### config.mk
export PLATFORM = sky130hd
export DESIGN_NAME = pipeline_hazard_ctrl
export DESIGN_NICKNAME = d
export VERILOG_FILES = /design/src/rtl/pipeline_hazard_ctrl_pkg.sv /design/src/rtl/pipeline_hazard_ctrl_fwd_select.sv /design/src/rtl/pipeline_hazard_ctrl.sv
export SDC_FILE = /design/constraint.sdc
export NUM_CORES = 1
export LEC_CHECK = 0
export BUFFER_PORTS_ARGS = -buffer_cell sky130_fd_sc_hd__buf_2
export CAP_MARGIN = 25
export CORE_ASPECT_RATIO = 1.75
export CORE_UTILIZATION = 39
export CTS_CLUSTER_SIZE = 30
export DETAILED_ROUTE_END_ITERATION = 6
export PLACE_DENSITY_LB_ADDON = 0.05
export SETUP_SLACK_MARGIN = 0.15
export SLEW_MARGIN = 20
export SYNTH_ARGS = -nofsm -noshare
export SYNTH_HDL_FRONTEND = slang
export SYNTH_SLANG_ARGS = --single-unit
export TNS_END_PERCENT = 1
### constraint.sdc
create_clock -name clk -period 3.5 [get_ports clk]
set_input_delay 0.35 -clock clk [delete_from_list [all_inputs] [get_ports clk]]
set_output_delay 0.35 -clock clk [all_outputs]
set_load 0.01 [all_outputs]
### src/rtl/pipeline_hazard_ctrl_pkg.sv
// Shared encodings for the pipeline hazard controller: FSM states and forwarding selects.
package pipeline_hazard_ctrl_pkg;

  localparam int unsigned REG_W = 5;
  localparam int unsigned FWD_W = 2;

  typedef enum logic [1:0] {
    ST_INIT = 2'd0,
    ST_RUN  = 2'd1,
    ST_HALT = 2'd2
  } state_e;

  localparam logic [FWD_W-1:0] FWD_RF    = 2'b00;
  localparam logic [FWD_W-1:0] FWD_EXMEM = 2'b10;
  localparam logic [FWD_W-1:0] FWD_MEMWB = 2'b01;

endpackage

### src/rtl/pipeline_hazard_ctrl_fwd_select.sv
// ALU operand forwarding select for one source register; the youngest producer wins.
module fwd_select
  import pipeline_hazard_ctrl_pkg::*;
(
  input  logic [REG_W-1:0] i_rs,
  input  logic [REG_W-1:0] i_mem_rd,
  input  logic             i_mem_reg_write,
  input  logic [REG_W-1:0] i_wb_rd,
  input  logic             i_wb_reg_write,
  output logic [FWD_W-1:0] o_sel
);

  // MEM result takes precedence over WB; x0 never forwards
  always_comb begin
    o_sel = FWD_RF;
    if (i_mem_reg_write && (i_mem_rd != '0) && (i_mem_rd == i_rs)) begin
      o_sel = FWD_EXMEM;
    end else if (i_wb_reg_write && (i_wb_rd != '0) && (i_wb_rd == i_rs)) begin
      o_sel = FWD_MEMWB;
    end
  end

endmodule

### src/rtl/pipeline_hazard_ctrl.sv
// Pipeline hazard controller: startup bubbles, load-use stalls, branch flushes,
// halt, operand forwarding and saturating stall/flush event counters.
module pipeline_hazard_ctrl
  import pipeline_hazard_ctrl_pkg::*;
#(
  parameter int unsigned STARTUP_BUBBLES = 4,
  parameter int unsigned CNT_W           = 16
) (
  input  logic             clk,
  input  logic             rst_n,
  input  logic [REG_W-1:0] id_rs1,
  input  logic [REG_W-1:0] id_rs2,
  input  logic             id_use_rs1,
  input  logic             id_use_rs2,
  input  logic [REG_W-1:0] ex_rd,
  input  logic             ex_reg_write,
  input  logic             ex_mem_read,
  input  logic [REG_W-1:0] mem_rd,
  input  logic             mem_reg_write,
  input  logic [REG_W-1:0] wb_rd,
  input  logic             wb_reg_write,
  input  logic             ex_branch_taken,
  input  logic             halt_req,
  output logic             pc_write,
  output logic             ifid_write,
  output logic             ifid_flush,
  output logic             idex_bubble,
  output logic [FWD_W-1:0] fwd_a,
  output logic [FWD_W-1:0] fwd_b,
  output logic             halted,
  output logic [CNT_W-1:0] stall_count,
  output logic [CNT_W-1:0] flush_count
);

  localparam int unsigned       BOOT_W    = (STARTUP_BUBBLES > 1) ? $clog2(STARTUP_BUBBLES) : 1;
  localparam logic [BOOT_W-1:0] BOOT_LAST = BOOT_W'(STARTUP_BUBBLES - 1);

  state_e            r_state;
  state_e            w_state_nxt;
  logic [BOOT_W-1:0] r_boot_cnt;
  logic [BOOT_W-1:0] w_boot_nxt;
  logic [CNT_W-1:0]  r_stall_cnt;
  logic [CNT_W-1:0]  r_flush_cnt;
  logic              w_load_use;
  logic              w_run;
  logic              w_stall_evt;
  logic              w_flush_evt;

  // Load-use: a load in EX produces a register the ID instruction needs now
  assign w_load_use = ex_mem_read & ex_reg_write & (ex_rd != '0) &
                      ((id_use_rs1 & (id_rs1 == ex_rd)) | (id_use_rs2 & (id_rs2 == ex_rd)));

  // With no startup bubbles the INIT cycle after reset already behaves as RUN
  assign w_run = (r_state == ST_RUN) || ((r_state == ST_INIT) && (STARTUP_BUBBLES == 0));

  // Next state and pipeline control; defaults are the INIT/reset values
  always_comb begin
    w_state_nxt = r_state;
    w_boot_nxt  = r_boot_cnt;
    pc_write    = 1'b1;
    ifid_write  = 1'b1;
    ifid_flush  = 1'b0;
    idex_bubble = 1'b1;
    halted      = 1'b0;
    w_stall_evt = 1'b0;
    w_flush_evt = 1'b0;
    if (rst_n) begin
      if (w_run) begin
        if (ex_branch_taken) begin
          ifid_flush  = 1'b1;
          w_flush_evt = 1'b1;
        end else if (w_load_use) begin
          pc_write    = 1'b0;
          ifid_write  = 1'b0;
          w_stall_evt = 1'b1;
        end else begin
          idex_bubble = 1'b0;
        end
        w_state_nxt = halt_req ? ST_HALT : ST_RUN;
      end else if (r_state == ST_INIT) begin
        if (r_boot_cnt == BOOT_LAST) begin
          w_state_nxt = ST_RUN;
          w_boot_nxt  = '0;
        end else begin
          w_boot_nxt = r_boot_cnt + 1'b1;
        end
      end else begin
        pc_write    = 1'b0;
        ifid_write  = 1'b0;
        halted      = 1'b1;
        w_state_nxt = ST_HALT;
      end
    end
  end

  // FSM state and startup counter
  always_ff @(posedge clk) begin
    if (!rst_n) begin
      r_state    <= ST_INIT;
      r_boot_cnt <= '0;
    end else begin
      r_state    <= w_state_nxt;
      r_boot_cnt <= w_boot_nxt;
    end
  end

  // Saturating stall/flush event counters
  always_ff @(posedge clk) begin
    if (!rst_n) begin
      r_stall_cnt <= '0;
      r_flush_cnt <= '0;
    end else begin
      if (w_stall_evt && (r_stall_cnt != '1)) r_stall_cnt <= r_stall_cnt + 1'b1;
      if (w_flush_evt && (r_flush_cnt != '1)) r_flush_cnt <= r_flush_cnt + 1'b1;
    end
  end

  assign stall_count = r_stall_cnt;
  assign flush_count = r_flush_cnt;

  fwd_select u_fwd_a (
    .i_rs           (id_rs1),
    .i_mem_rd       (mem_rd),
    .i_mem_reg_write(mem_reg_write),
    .i_wb_rd        (wb_rd),
    .i_wb_reg_write (wb_reg_write),
    .o_sel          (fwd_a)
  );

  fwd_select u_fwd_b (
    .i_rs           (id_rs2),
    .i_mem_rd       (mem_rd),
    .i_mem_reg_write(mem_reg_write),
    .i_wb_rd        (wb_rd),
    .i_wb_reg_write (wb_reg_write),
    .o_sel          (fwd_b)
  );

endmodule
---- Yosys cells after proc, flatten, opt, wreduce, memory -nomap -nowiden ----
Cells that the tools add are included.
word-level totals
  input port bits ......................... 35
  register bits ........................... 36
  logic and storage cells ................. 65
cells by class
  add/subtract/negate cells ............... 3
  reductions and logical operators ........ 13
  equality and inequality tests ........... 11
  muxes and demuxes ....................... 27
  bitwise gates (word level) .............. 7
operators with widths
  kind                   count
  $add 16x1->16 const B  2
  $ne 16x16->1 const B   2
  $eq 5x5->1             6
  $mux 1                 20
  $reduce_bool 5->1      3
  $mux 2                 7
  $logic_and 1x1->1      8
  $and 1x1->1            5
  $ne 3x2->1 const B     1
  $add 2x1->2 const B    1
  $eq 2x1->1 const B     1
  $eq 2x2->1 const B     1
  $logic_not 2->1        1
  $reduce_and 2->1       1
  $not 1->1              1
  $or 1x1->1             1

---- Longest topological paths before layout ----
Gate-level depths: netlist of the first run.
  word-level depth ........................ 9
  depth in mapped cells ................... 9
  gate-level depth less buffers ........... 6

---- By module ----
A second synthesis of the first run with hierarchy kept.
second synthesis, totals
  cells, all modules ...................... 266
  area total of the unflattened synthesis .. 2,275.9 um^2
by module, submodules not included
  module                times used  area each (um^2)  cells an instance  seq. area each (um^2)
  pipeline_hazard_ctrl  1           1,973.1           226                720.7
  fwd_select            2           151.4             20                 0.0

---- Worst setup path after synthesis of the first run ----
OpenSTA, ideal clock, no wires.
  path type ............................... input -> output
  start point ............................. input port mem_rd[0]
  end point ............................... output port fwd_a[0]
  data required time ...................... 3,150 ps
  stages on the path ...................... 4
  arrival ................................. 1,643 ps
  path buffers ............................ 0
  slack ................................... 1,507 ps
  cells stage by stage .................... or4_1 > o21ai_0 > nor4_1 > nor4_1
on the way
  longest elaborated chain between the ends .. 4
  elaborated cells between the ends (all ways) .. 5
  classes of those cells .................. eq/ne: 1; mux: 1; reduce/logical: 3
RTL lines
  what                   line                                   RTL
  from (decl)            pipeline_hazard_ctrl.sv:18             input logic [REG_W-1:0] mem_rd,
  $reduce_bool 5->1      pipeline_hazard_ctrl_fwd_select.sv:16  if (i_mem_reg_write && (i_mem_rd != '0) && (i_mem_rd == i_rs)) begin
  $logic_and 1x1->1      pipeline_hazard_ctrl_fwd_select.sv:16
  $logic_and 1x1->1 (*)  pipeline_hazard_ctrl_fwd_select.sv:16
  $mux 2 (*)             pipeline_hazard_ctrl_fwd_select.sv:16
  to (decl)              pipeline_hazard_ctrl.sv:28             output logic [FWD_W-1:0] fwd_a,
Every way passes the cells marked *; elsewhere a longest branch is shown, timed or not.

---- Worst setup path in the final report of the first run ----
  start point ............................. register r_stall_cnt[2] (netlist: stall_count[2])
  end point ............................... register r_stall_cnt[3] (netlist: stall_count[3])
on the way
  longest elaborated chain between the ends .. 2
  elaborated cells between the ends (all ways) .. 3
  classes of those cells .................. add/sub: 1; eq/ne: 1; reduce/logical: 1
RTL lines
  what                                                                   line                         RTL
  from (decl)                                                            pipeline_hazard_ctrl.sv:42   logic [CNT_W-1:0] r_stall_cnt;
  from (signal assigned)                                                 pipeline_hazard_ctrl.sv:113  if (w_stall_evt && (r_stall_cnt != '1)) r_stall_cnt <= r_stall_cnt + 1'b1;
  parallel branches: the longest is 2 deep, another holds $add 16x1->16  -
Parallel ways; which one is timed is not known.
A chain may end at the register's enable or synchronous reset.

==> out/qor.csv, run 1 <==
stage,metric,value,unit
run_status,outcome,finished with violations,
run_status,violated checks,design-rule violations,
setup_path,Crit. Startpoint,stall_count[2]$_SDFFE_PN0P_,
setup_path,WP data required,3.71,ns
final_layout,final core occ,0.509,
cts,Max Root-Sink Buffers,2,
yosys,Synth Flop Type,dfxtp_1,
route,Routed WL,5520,um
yosys,fraction of synthesized area in multiplexers,0.0234,
global_routing,first-pass GRT wire length,9290,um
floorplan,cell row count,35,
setup_path,crit path max fanout,19,
final_layout,share of layout cells above drive strength 1,0.264,
yosys,simple-gate share of the synthesized area,0.289,
final_layout,Ant. Diodes,0,
yosys,adder-cell share of the synthesized area,0.0176,
floorplan,IO Pins,76,
pwr,Worst VDD drop,0.209,mV
setup_path,worst r2r src,stall_count[2]$_SDFFE_PN0P_,
yosys,Synth top cells by count,"36 x dfxtp_1, 27 x xor2_1, 20 x nor2_1",
final_layout,Nets,370,
floorplan,Die Y,99.9,um
yosys,Syn Inst Count,258,
route,DR vias/cell,5.42,
cts,TritonCTS Sinks,36,
global_routing,met1 Use GR,0.224,
route,vias after detailed routing,2102,
yosys,"Seq/Total Area, Yosys",0.337,
floorplan,Starting Density,0.407,
setup_path,signal arrival time at the worst endpoint,2.52,ns
sta,final setup fails,0,
setup_path,Setup CP Type,reg2reg,
route,Pre-Repair DR Iteration Count,7,
sta,FMAX,433,MHz
placed_design,placed insts,379,
setup_path,reg-to-reg endpoint,stall_count[3]$_SDFFE_PN0P_,
cts,post_cts resized,0,
yosys,cell area after synthesis,2140,um^2
cts,Inserted Clock Buffers,5,
setup_path,critical path startpoint category,flip-flop,
final_layout,area grow syn2layout,25.1,%
yosys,Compound-Gate Fraction of Synth Area,0.132,
yosys,"count leader, synth",dfxtp_1,
yosys,"area leader, netlist",dfxtp_1,
final_layout,Finished Layout Cells,388,
sta,RSZ-0062 raised after global routing,no,
setup_path,"setup slack, reg-to-reg",1.19,ns
sta,worst hold margin,0.313,ns
cts,Post-CTS Setup Bufs,0,
global_routing,initial antenna violation count,0,
yosys,yosys warns,0,
cts,cell chosen for the clock root,clkbuf_8,
sta,Tmin final,2.31,ns
cts,cts hold-fix bufs,0,
yosys,Mapped Nets,296,
pwr,leakage,1.10,nW
min_path,Hold Crit Depth,3,
placed_design,Post-DP HPWL,4340,um
route,drt drc,8,
global_routing,pin count of the biggest net entering global routing,32,
sta,"Period Utilization, post-route",0.660,
placed_design,I/O Buffers,75,
floorplan,Die Wd,58.0,um
sta,Final WS setup,1.19,ns
yosys,largest family of logic cells by synthesized area,simple AND/OR/NAND/NOR gates,
floorplan,core area,5260,um^2
global_routing,vias in the first global route,2031,
final_layout,final instance area,2670,um^2
sta,Worst-Margin Slew,0.517,ns
global_routing,grt ovf,0,
sta,Final Hold Vio Count,0,
min_path,Worst Hold Class,in2reg,
sta,normalized max-slew margin,0.655,
placed_design,GPL Wtd Cong,0.825,
setup_path,worst reg-to-reg path cell count,6,
sta,Slew Limit Fails,0,
sta,setup TNS,0,ns
pwr,Design Power,901,uW
global_routing,grt peak-use layer,met2,
pwr,PD cells,337,nW/um^2
yosys,synth unique cells,40,
yosys,ys async rst share,0,
yosys,Yosys reg bits,36,
setup_path,Critical Path End,stall_count[3]$_SDFFE_PN0P_,
cts,worst-skew pair later-pin latency,0.29,ns
yosys,share of the synthesized area in the top cell type,0.337,
cts,CTS tree,done,
route,Routed Antenna Nets,0,
route,mean routed wirelength per cell,14.2,um
cts,# H-tree levels,2,
global_routing,met3 Resource Use GR,0.0412,
yosys,Synth area leaders,"dfxtp_1 34%, xor2_1 11%, xnor2_1 5.7%",
yosys,"EDFF count, synth",0,
cts,Worst-path clk slew,0.08,ns
sta,clk_skew,0.00749,ns
setup_path,CP Capture Type,flip-flop,
placed_design,Post-DP Area,2530,um^2
yosys,average cell area after synthesis,8.28,um^2
placed_design,pre-CTS setup slack,1.09,ns
global_routing,Total GRT Usage,0.207,
global_routing,M2 GR Usage,0.376,
floorplan,Die Area,5790,um^2
job,max-cap viol count,0,
yosys,xor/xnor share of the synthesized area,0.168,
route,First DRT Iteration DRCs,93,
-- worst min path at each step --
stage,from,slack [ns],to
floorplan,r_boot_cnt[1]$_SDFFE_PN0P_,0.46,r_boot_cnt[1]$_SDFFE_PN0P_
global placement,r_boot_cnt[1]$_SDFFE_PN0P_,0.48,r_boot_cnt[1]$_SDFFE_PN0P_
detailed placement,r_boot_cnt[1]$_SDFFE_PN0P_,0.49,r_boot_cnt[1]$_SDFFE_PN0P_
CTS,halt_req,0.31,r_state[1]$_SDFFE_PN0P_
global route,halt_req,0.32,r_state[1]$_SDFFE_PN0P_
finish,halt_req,0.31,r_state[1]$_SDFFE_PN0P_
-- area by class of cell --
type / instances / area, um^2
Tap cell: 55 / 68.8
Inverter: 6 / 22.5
Sequential cell: 36 / 721
Clock buffer: 5 / 68.8
Timing Repair Buffer: 76 / 403
Multi-Input combinational cell: 207 / 1350
Fill cell: 539 / 2580
Clock inverter: 3 / 42.5
-- flip-flops by register name, summed over array words and instances, names as in the netlist --
register	cells
r_state	2
stall_count	16
flush_count	16
r_boot_cnt	2
-- power breakdown --
part	internal (mW)	leakage [nW]	switching, mW
combinational	0.0505	0.757	0.0565
sequential	0.418	0.290	0.00756
clock	0.211	0.0541	0.157
total	0.680	1.10	0.221
-- critical path, cell delays in order, from the launching register on --
cell and delay (ns):
dfxtp_1 0.43, and4_1 0.26, nand3_1 0.26, o31ai_2 0.46
or2_1 0.49, o21ai_0 0.19, a21oi_1 0.15
-- cells by family after synthesis --
logic type | Yosys count
simple gates | 111
compound gates | 47
xor+xnor | 41
flops | 36
buf+inv | 15
mux | 5
fa+ha+maj | 3
-- cell usage in the layout, fill, tap and decap left out, drive strengths merged, types with 2 or more instances in the layout --
cell    instances
mux2i           5
or4             8
o211ai          2
inv             6
nor3            6
nor2           20
and4            4
o21ai          18
or2             3
dfxtp          36
xor2           27
and3            3
or3            11
ha              3
and2            7
clkbuf          5
nand3          14
a21oi          17
nand2          17
xnor2          14
buf            76
nor4            7
o31ai           6
nand4           6
-- metal layers --
layer	vias to the layer above	routed length, um	part of all wire
met5	-	0	0
met4	0	172	0.031
met3	13	309	0.056
met2	67	2940	0.53
met1	947	2100	0.38
li1	1075	-	-
Power figures use the tool's default switching activity.
==> run 2: changes to the inputs <==
==> constraint.sdc (replaced) <==
create_clock -name clk -period 2.1 [get_ports clk]
set_input_delay 0.21 -clock clk [delete_from_list [all_inputs] [get_ports clk]]
set_output_delay 0.21 -clock clk [all_outputs]
set_load 0.01 [all_outputs]
==> run 2 against run 1 <==
  * Final area is 5.3% higher
  * The run still ends with design-rule violations left
  * Sequential cell count stayed put
  * Register-to-register slack worse by 0.97 ns
  * Critical path depth stayed put
  * Combinational power is 79% higher
  * Via count is 4.8% higher
  * Routed wire length is 2.8% higher
  * Total power is 68% higher
  * Die area stayed put
  * Sequential share of layout area is 1.4 points lower
  * Non-clock buffer count is 16 higher
  * Hold slack worse by 0.13 ns
==> out/qor.csv, run 2 (same netlist as run 1, synthesis figures left out) <==
stage,metric,value,unit,change
placed_design,I/O Buffers,75,,unchanged
pwr,PD cells,537,nW/um^2,+59%
floorplan,Die Area,5790,um^2,unchanged
route,DR vias/cell,5.45,,+0.61%
floorplan,core area,5260,um^2,unchanged
setup_path,critical path startpoint category,primary input,,
route,First DRT Iteration DRCs,72,,-23%
sta,Tmin final,1.88,ns,
cts,# H-tree levels,2,,unchanged
final_layout,final instance area,2810,um^2,+5.3%
placed_design,Post-DP HPWL,4490,um,+3.3%
min_path,Worst Hold Class,in2reg,,
pwr,leakage,1.18,nW,+7.3%
global_routing,grt ovf,0,,unchanged
final_layout,Ant. Diodes,0,,unchanged
floorplan,cell row count,35,,unchanged
floorplan,Die Wd,58.0,um,unchanged
sta,final setup fails,0,,unchanged
global_routing,initial antenna violation count,0,,unchanged
route,vias after detailed routing,2202,,+4.8%
global_routing,pin count of the biggest net entering global routing,19,,-41%
final_layout,Nets,386,,+4.3%
sta,"Period Utilization, post-route",0.894,,
cts,worst-skew pair later-pin latency,0.29,ns,about the same
setup_path,WP data required,1.89,ns,-1.82 ns
run_status,violated checks,design-rule violations,,
cts,TritonCTS Sinks,36,,unchanged
pwr,Worst VDD drop,0.438,mV,+110%
final_layout,filler cell count,536,,-0.56%
cts,Inserted Clock Buffers,5,,unchanged
final_layout,share of layout cells above drive strength 1,0.309,,+0.0452
setup_path,crit-path max cell delay,0.52,ns,+0.03 ns
route,Routed Antenna Nets,0,,unchanged
placed_design,Post-DP Area,2680,um^2,+5.8%
final_layout,most frequent cells in the layout,"75 x buf_2, 36 x dfxtp_1, 27 x xor2_1",,
sta,clk_skew,0.00550,ns,-0.00199 ns
sta,Final Hold Vio Count,0,,unchanged
global_routing,Total GRT Usage,0.204,,-0.00279
run_status,outcome,finished with violations,,
cts,cell chosen for the clock root,clkbuf_8,,
route,mean routed wirelength per cell,14.0,um,-1.3%
sta,Worst-Margin Slew,0.503,ns,-0.0143 ns
setup_path,crit path cell chain,"buf_2, or4_1, o21ai_0, nor4_1, nor4_1, buf_2",,
route,Routed WL,5670,um,+2.8%
floorplan,IO Pins,76,,unchanged
sta,Slew Limit Fails,0,,unchanged
final_layout,Register Area,721,um^2,unchanged
floorplan,Starting Density,0.407,,unchanged
sta,normalized max-slew margin,0.664,,+0.00919
cts,Max Root-Sink Buffers,2,,unchanged
floorplan,Die Y,99.9,um,unchanged
placed_design,placed insts,395,,+4.2%
placed_design,pre-CTS setup slack,0.0555,ns,-1.04 ns
setup_path,Setup CP Type,in2out,,
placed_design,GPL Wtd Cong,0.826,,about the same
global_routing,vias in the first global route,2087,,+2.8%
final_layout,Finished Layout Cells,404,,+4.1%
sta,FMAX,533,MHz,
final_layout,Multi-input gate area,1370,um^2,+1.9%
sta,setup TNS,0,ns,unchanged
sta,Final WS setup,0.223,ns,-0.967 ns
route,drt drc,10,,+2
sta,RSZ-0062 raised after global routing,yes,,
setup_path,signal arrival time at the worst endpoint,1.67,ns,-0.85 ns
global_routing,first-pass GRT wire length,9210,um,-0.82%
final_layout,"leading cell type in the layout, fill and taps excluded",buf_2,,
final_layout,area grow syn2layout,31.7,%,
setup_path,crit path max fanout,3,,-16
job,max-cap viol count,0,,unchanged
setup_path,CP Capture Type,output pin,,
setup_path,Crit-path slowest cell,or4_1,,
cts,cts hold-fix bufs,0,,unchanged
route,Pre-Repair DR Iteration Count,7,,unchanged
cts,CTS tree,done,,
cts,Worst-path clk slew,0.08,ns,about the same
run 2: changes by cell type in the layout (fill, tap and decap cells not counted), sizes merged:
cell | before | now
buf | 76 | 92
run 2: metal layers:
layer  track usage  share of wire  up-vias
li1              -              -     1111
met1         0.210           0.39     1017
met2         0.393           0.53       64
met3        0.0361          0.054       10
met4        0.0751          0.020        0
met5             0              0        -
run 2: area by class of cell:
class / count / area share
clock buffer: 5 / 0.0245
clock inverter: 3 / 0.0151
inverter: 6 / 0.00800
multi-input combinational: 207 / 0.487
sequential: 36 / 0.256
tap: 55 / 0.0245
timing repair buffer: 92 / 0.185
run 2: final timing paths:
check	startpoint	to	slack, ns	depth (start not counted)
worst max-delay path	mem_rd[0]	fwd_b[0]	0.22	6
worst min-delay path	halt_req	r_state[1]$_SDFFE_PN0P_	0.18	3
worst max register to register	r_state[1]$_SDFFE_PN0P_	stall_count[11]$_SDFFE_PN0P_	0.22	7
worst min register to register	r_boot_cnt[1]$_SDFFE_PN0P_	r_boot_cnt[1]$_SDFFE_PN0P_	0.49	2
run 2: critical path: cells and delay by family:
family | cells | cell delay, ns
AND/OR/NAND/NOR | 3 | 0.93
buffers and inverters | 2 | 0.30
AO/OA/AOI/OAI | 1 | 0.24
run 2: what timing repair did:
item,4_1_cts,5_1_grt
resized for setup,0,5
setup buffers,0,1
setup endpoints to repair,0,15
run 2: power breakdown:
part	internal (mW)	switching [mW]	leakage, nW
Clock	0.351	0.265	0.0541
Combinational	0.0901	0.101	0.837
Sequential	0.697	0.00855	0.290
run 2: metrics by stage:
step / utilization / power, mW / hold slack, ns
after floorplan: - / 0.822 / 0.355
after global placement: 0.510 / 0.910 / 0.470
after detailed placement: 0.510 / 0.913 / 0.482
after CTS: 0.531 / 1.53 / 0.185
after global routing: 0.535 / 1.58 / 0.189
final: 0.535 / 1.51 / 0.178
==> run 3: changes to the inputs <==
--- a/config.mk
+++ b/config.mk
@@ -13,6 +13,7 @@
 export DETAILED_ROUTE_END_ITERATION = 6
 export PLACE_DENSITY_LB_ADDON = 0.05
 export SETUP_SLACK_MARGIN = 0.15
+export SKIP_CTS_REPAIR_TIMING = 1
 export SLEW_MARGIN = 20
 export SYNTH_ARGS = -nofsm -noshare
 export SYNTH_HDL_FRONTEND = slang
==> constraint.sdc (replaced) <==
create_clock -name clk -period 2.1 [get_ports clk]
set_input_delay 0.42 -clock clk [delete_from_list [all_inputs] [get_ports clk]]
set_output_delay 0.42 -clock clk [all_outputs]
set_load 0.01 [all_outputs]
==> run 3 against run 2 <==
  * The run ends with design-rule violations, negative setup slack left
  * Routed wire length rose by 9.9%
  * Critical path type unchanged
  * Utilization increased by 6.6 points
  * Die area unchanged
  * Cell count up 6.2%
==> out/qor.csv, run 3 (same netlist as run 1, synthesis figures left out) <==
stage,metric,value,unit,change
sta,Worst-Margin Slew,0.512,ns,+0.00927 ns
final_layout,"leading cell type in the layout, fill and taps excluded",buf_2,,
sta,Slew Limit Fails,0,,unchanged
setup_path,critical path startpoint category,primary input,,
setup_path,Critical Path End,fwd_b[0],,
sta,Final Hold Vio Count,0,,unchanged
setup_path,CP Capture Type,output pin,,
global_routing,grt ovf,0,,unchanged
sta,RSZ-0062 raised after global routing,yes,,
final_layout,final instance area,3160,um^2,+12%
cts,worst-skew pair later-pin latency,0.29,ns,about the same
sta,final setup fails,2,,+2
route,First DRT Iteration DRCs,53,,-26%
cts,# H-tree levels,2,,unchanged
global_routing,initial antenna violation count,0,,unchanged
setup_path,Crit. Startpoint,id_rs2[3],,
cts,TritonCTS Sinks,36,,unchanged
final_layout,area grow syn2layout,47.9,%,
pwr,Worst VDD drop,0.426,mV,-2.8%
sta,FMAX,470,MHz,-12%
min_path,Worst Hold Class,in2reg,,
setup_path,Setup CP Type,in2out,,
cts,Max Root-Sink Buffers,2,,unchanged
floorplan,Starting Density,0.407,,unchanged
route,Routed Antenna Nets,0,,unchanged
sta,"Period Utilization, post-route",1.01,,+0.119
setup_path,Crit-path slowest cell,or4_4,,
route,drt drc,9,,-1
cts,cell chosen for the clock root,clkbuf_8,,
setup_path,WP data required,1.68,ns,-0.21 ns
cts,CTS tree,done,,
setup_path,signal arrival time at the worst endpoint,1.71,ns,+0.04 ns
run_status,violated checks,"design-rule violations, negative setup slack",,
route,Pre-Repair DR Iteration Count,6,,-1
final_layout,filler cell count,499,,-6.9%
global_routing,vias in the first global route,2252,,+7.9%
floorplan,Die Wd,58.0,um,unchanged
floorplan,core area,5260,um^2,unchanged
route,DR vias/cell,5.39,,-1.2%
setup_path,crit path cell chain,"buf_8, buf_6, xor2_1, or4_4, nor4_2, buf_2",,
pwr,PD cells,501,nW/um^2,-6.9%
cts,Worst-path clk slew,0.08,ns,about the same
setup_path,worst r2r src,r_state[1]$_SDFFE_PN0P_,,
route,vias after detailed routing,2311,,+5.0%
placed_design,GPL Wtd Cong,0.862,,+4.5%
floorplan,IO Pins,76,,unchanged
final_layout,Nets,411,,+6.5%
final_layout,Ant. Diodes,0,,unchanged
final_layout,final core occ,0.601,,+0.0660
floorplan,Die Area,5790,um^2,unchanged
pwr,leakage,1.34,nW,+13%
global_routing,Total GRT Usage,0.215,,+0.0111
setup_path,reg-to-reg endpoint,stall_count[8]$_SDFFE_PN0P_,,
placed_design,Post-DP Area,2850,um^2,+6.3%
global_routing,first-pass GRT wire length,9680,um,+5.1%
cts,Inserted Clock Buffers,5,,unchanged
floorplan,Die Y,99.9,um,unchanged
setup_path,crit path max fanout,2,,-1
run_status,outcome,finished with violations,,
sta,worst hold margin,0.387,ns,+0.209 ns
setup_path,"setup slack, reg-to-reg",0.29,ns,+0.07 ns
placed_design,I/O Buffers,75,,unchanged
placed_design,Post-DP HPWL,4810,um,+7.3%
final_layout,share of layout cells above drive strength 1,0.390,,+0.0809
job,max-cap viol count,0,,unchanged
sta,setup TNS,-0.0387,ns,-0.0387 ns
pwr,Design Power,1.58,mW,+4.6%
sta,Final WS setup,-0.0275,ns,-0.250 ns
floorplan,cell row count,35,,unchanged
route,Routed WL,6230,um,+9.9%
setup_path,worst reg-to-reg path cell count,6,,-1
route,mean routed wirelength per cell,14.5,um,+3.5%
sta,normalized max-slew margin,0.656,,-0.00865
sta,Tmin final,2.13,ns,+0.250 ns
setup_path,crit-path max cell delay,0.51,ns,about the same
sta,clk_skew,0.00820,ns,+0.00270 ns
global_routing,pin count of the biggest net entering global routing,26,,+7
final_layout,most frequent cells in the layout,"70 x buf_2, 37 x buf_4, 36 x dfxtp_1",,
-- run 3: cell type report --
class / count / area (um^2) / area share
Sequential cell: 36 / 721 / 0.228
Tap cell: 55 / 68.8 / 0.0218
Timing Repair Buffer: 117 / 762 / 0.241
Inverter: 6 / 22.5 / 0.00713
Clock inverter: 2 / 35.0 / 0.0111
Multi-Input combinational cell: 207 / 1480 / 0.468
Clock buffer: 6 / 72.6 / 0.0230
-- run 3: routing by layer --
| layer | global-route usage | up-vias | wire, um |
|---|---|---|---|
| met5 | 0 | - | 0 |
| met4 | 0.0806 | 0 | 175 |
| met3 | 0.0309 | 15 | 243 |
| met2 | 0.435 | 66 | 3480 |
| met1 | 0.207 | 1069 | 2340 |
| li1 | - | 1161 | - |
-- run 3: critical path: cells and delay by family --
family | cells | cell delay, ns
XOR/XNOR | 1 | 0.15
buffers and inverters | 3 | 0.37
AND/OR/NAND/NOR | 2 | 0.77
-- run 3: how the worst min path moves through the flow --
stage	startpoint	slack [ns]	depth (start not counted)	endpoint
after floorplan	r_boot_cnt[1]$_SDFFE_PN0P_	0.46	2	r_boot_cnt[1]$_SDFFE_PN0P_
after global placement	r_boot_cnt[1]$_SDFFE_PN0P_	0.47	2	r_boot_cnt[1]$_SDFFE_PN0P_
after detailed placement	r_boot_cnt[1]$_SDFFE_PN0P_	0.48	2	r_boot_cnt[1]$_SDFFE_PN0P_
after CTS	halt_req	0.38	3	r_state[1]$_SDFFE_PN0P_
after global routing	halt_req	0.39	3	r_state[1]$_SDFFE_PN0P_
final	halt_req	0.39	3	r_state[1]$_SDFFE_PN0P_
-- run 3: metrics by stage --
stage / setup slack [ns] / std cells
floorplan: 0.0522 / 258
global placement: -0.265 / 417
detailed placement: -0.294 / 417
CTS: -0.176 / 425
global route: -0.0817 / 429
finish: -0.0275 / 429
-- run 3: report_power, final --
group          switching (mW)  internal [mW]
clock                   0.253          0.352
combinational           0.133          0.138
sequential            0.00866          0.697
total                   0.394           1.19
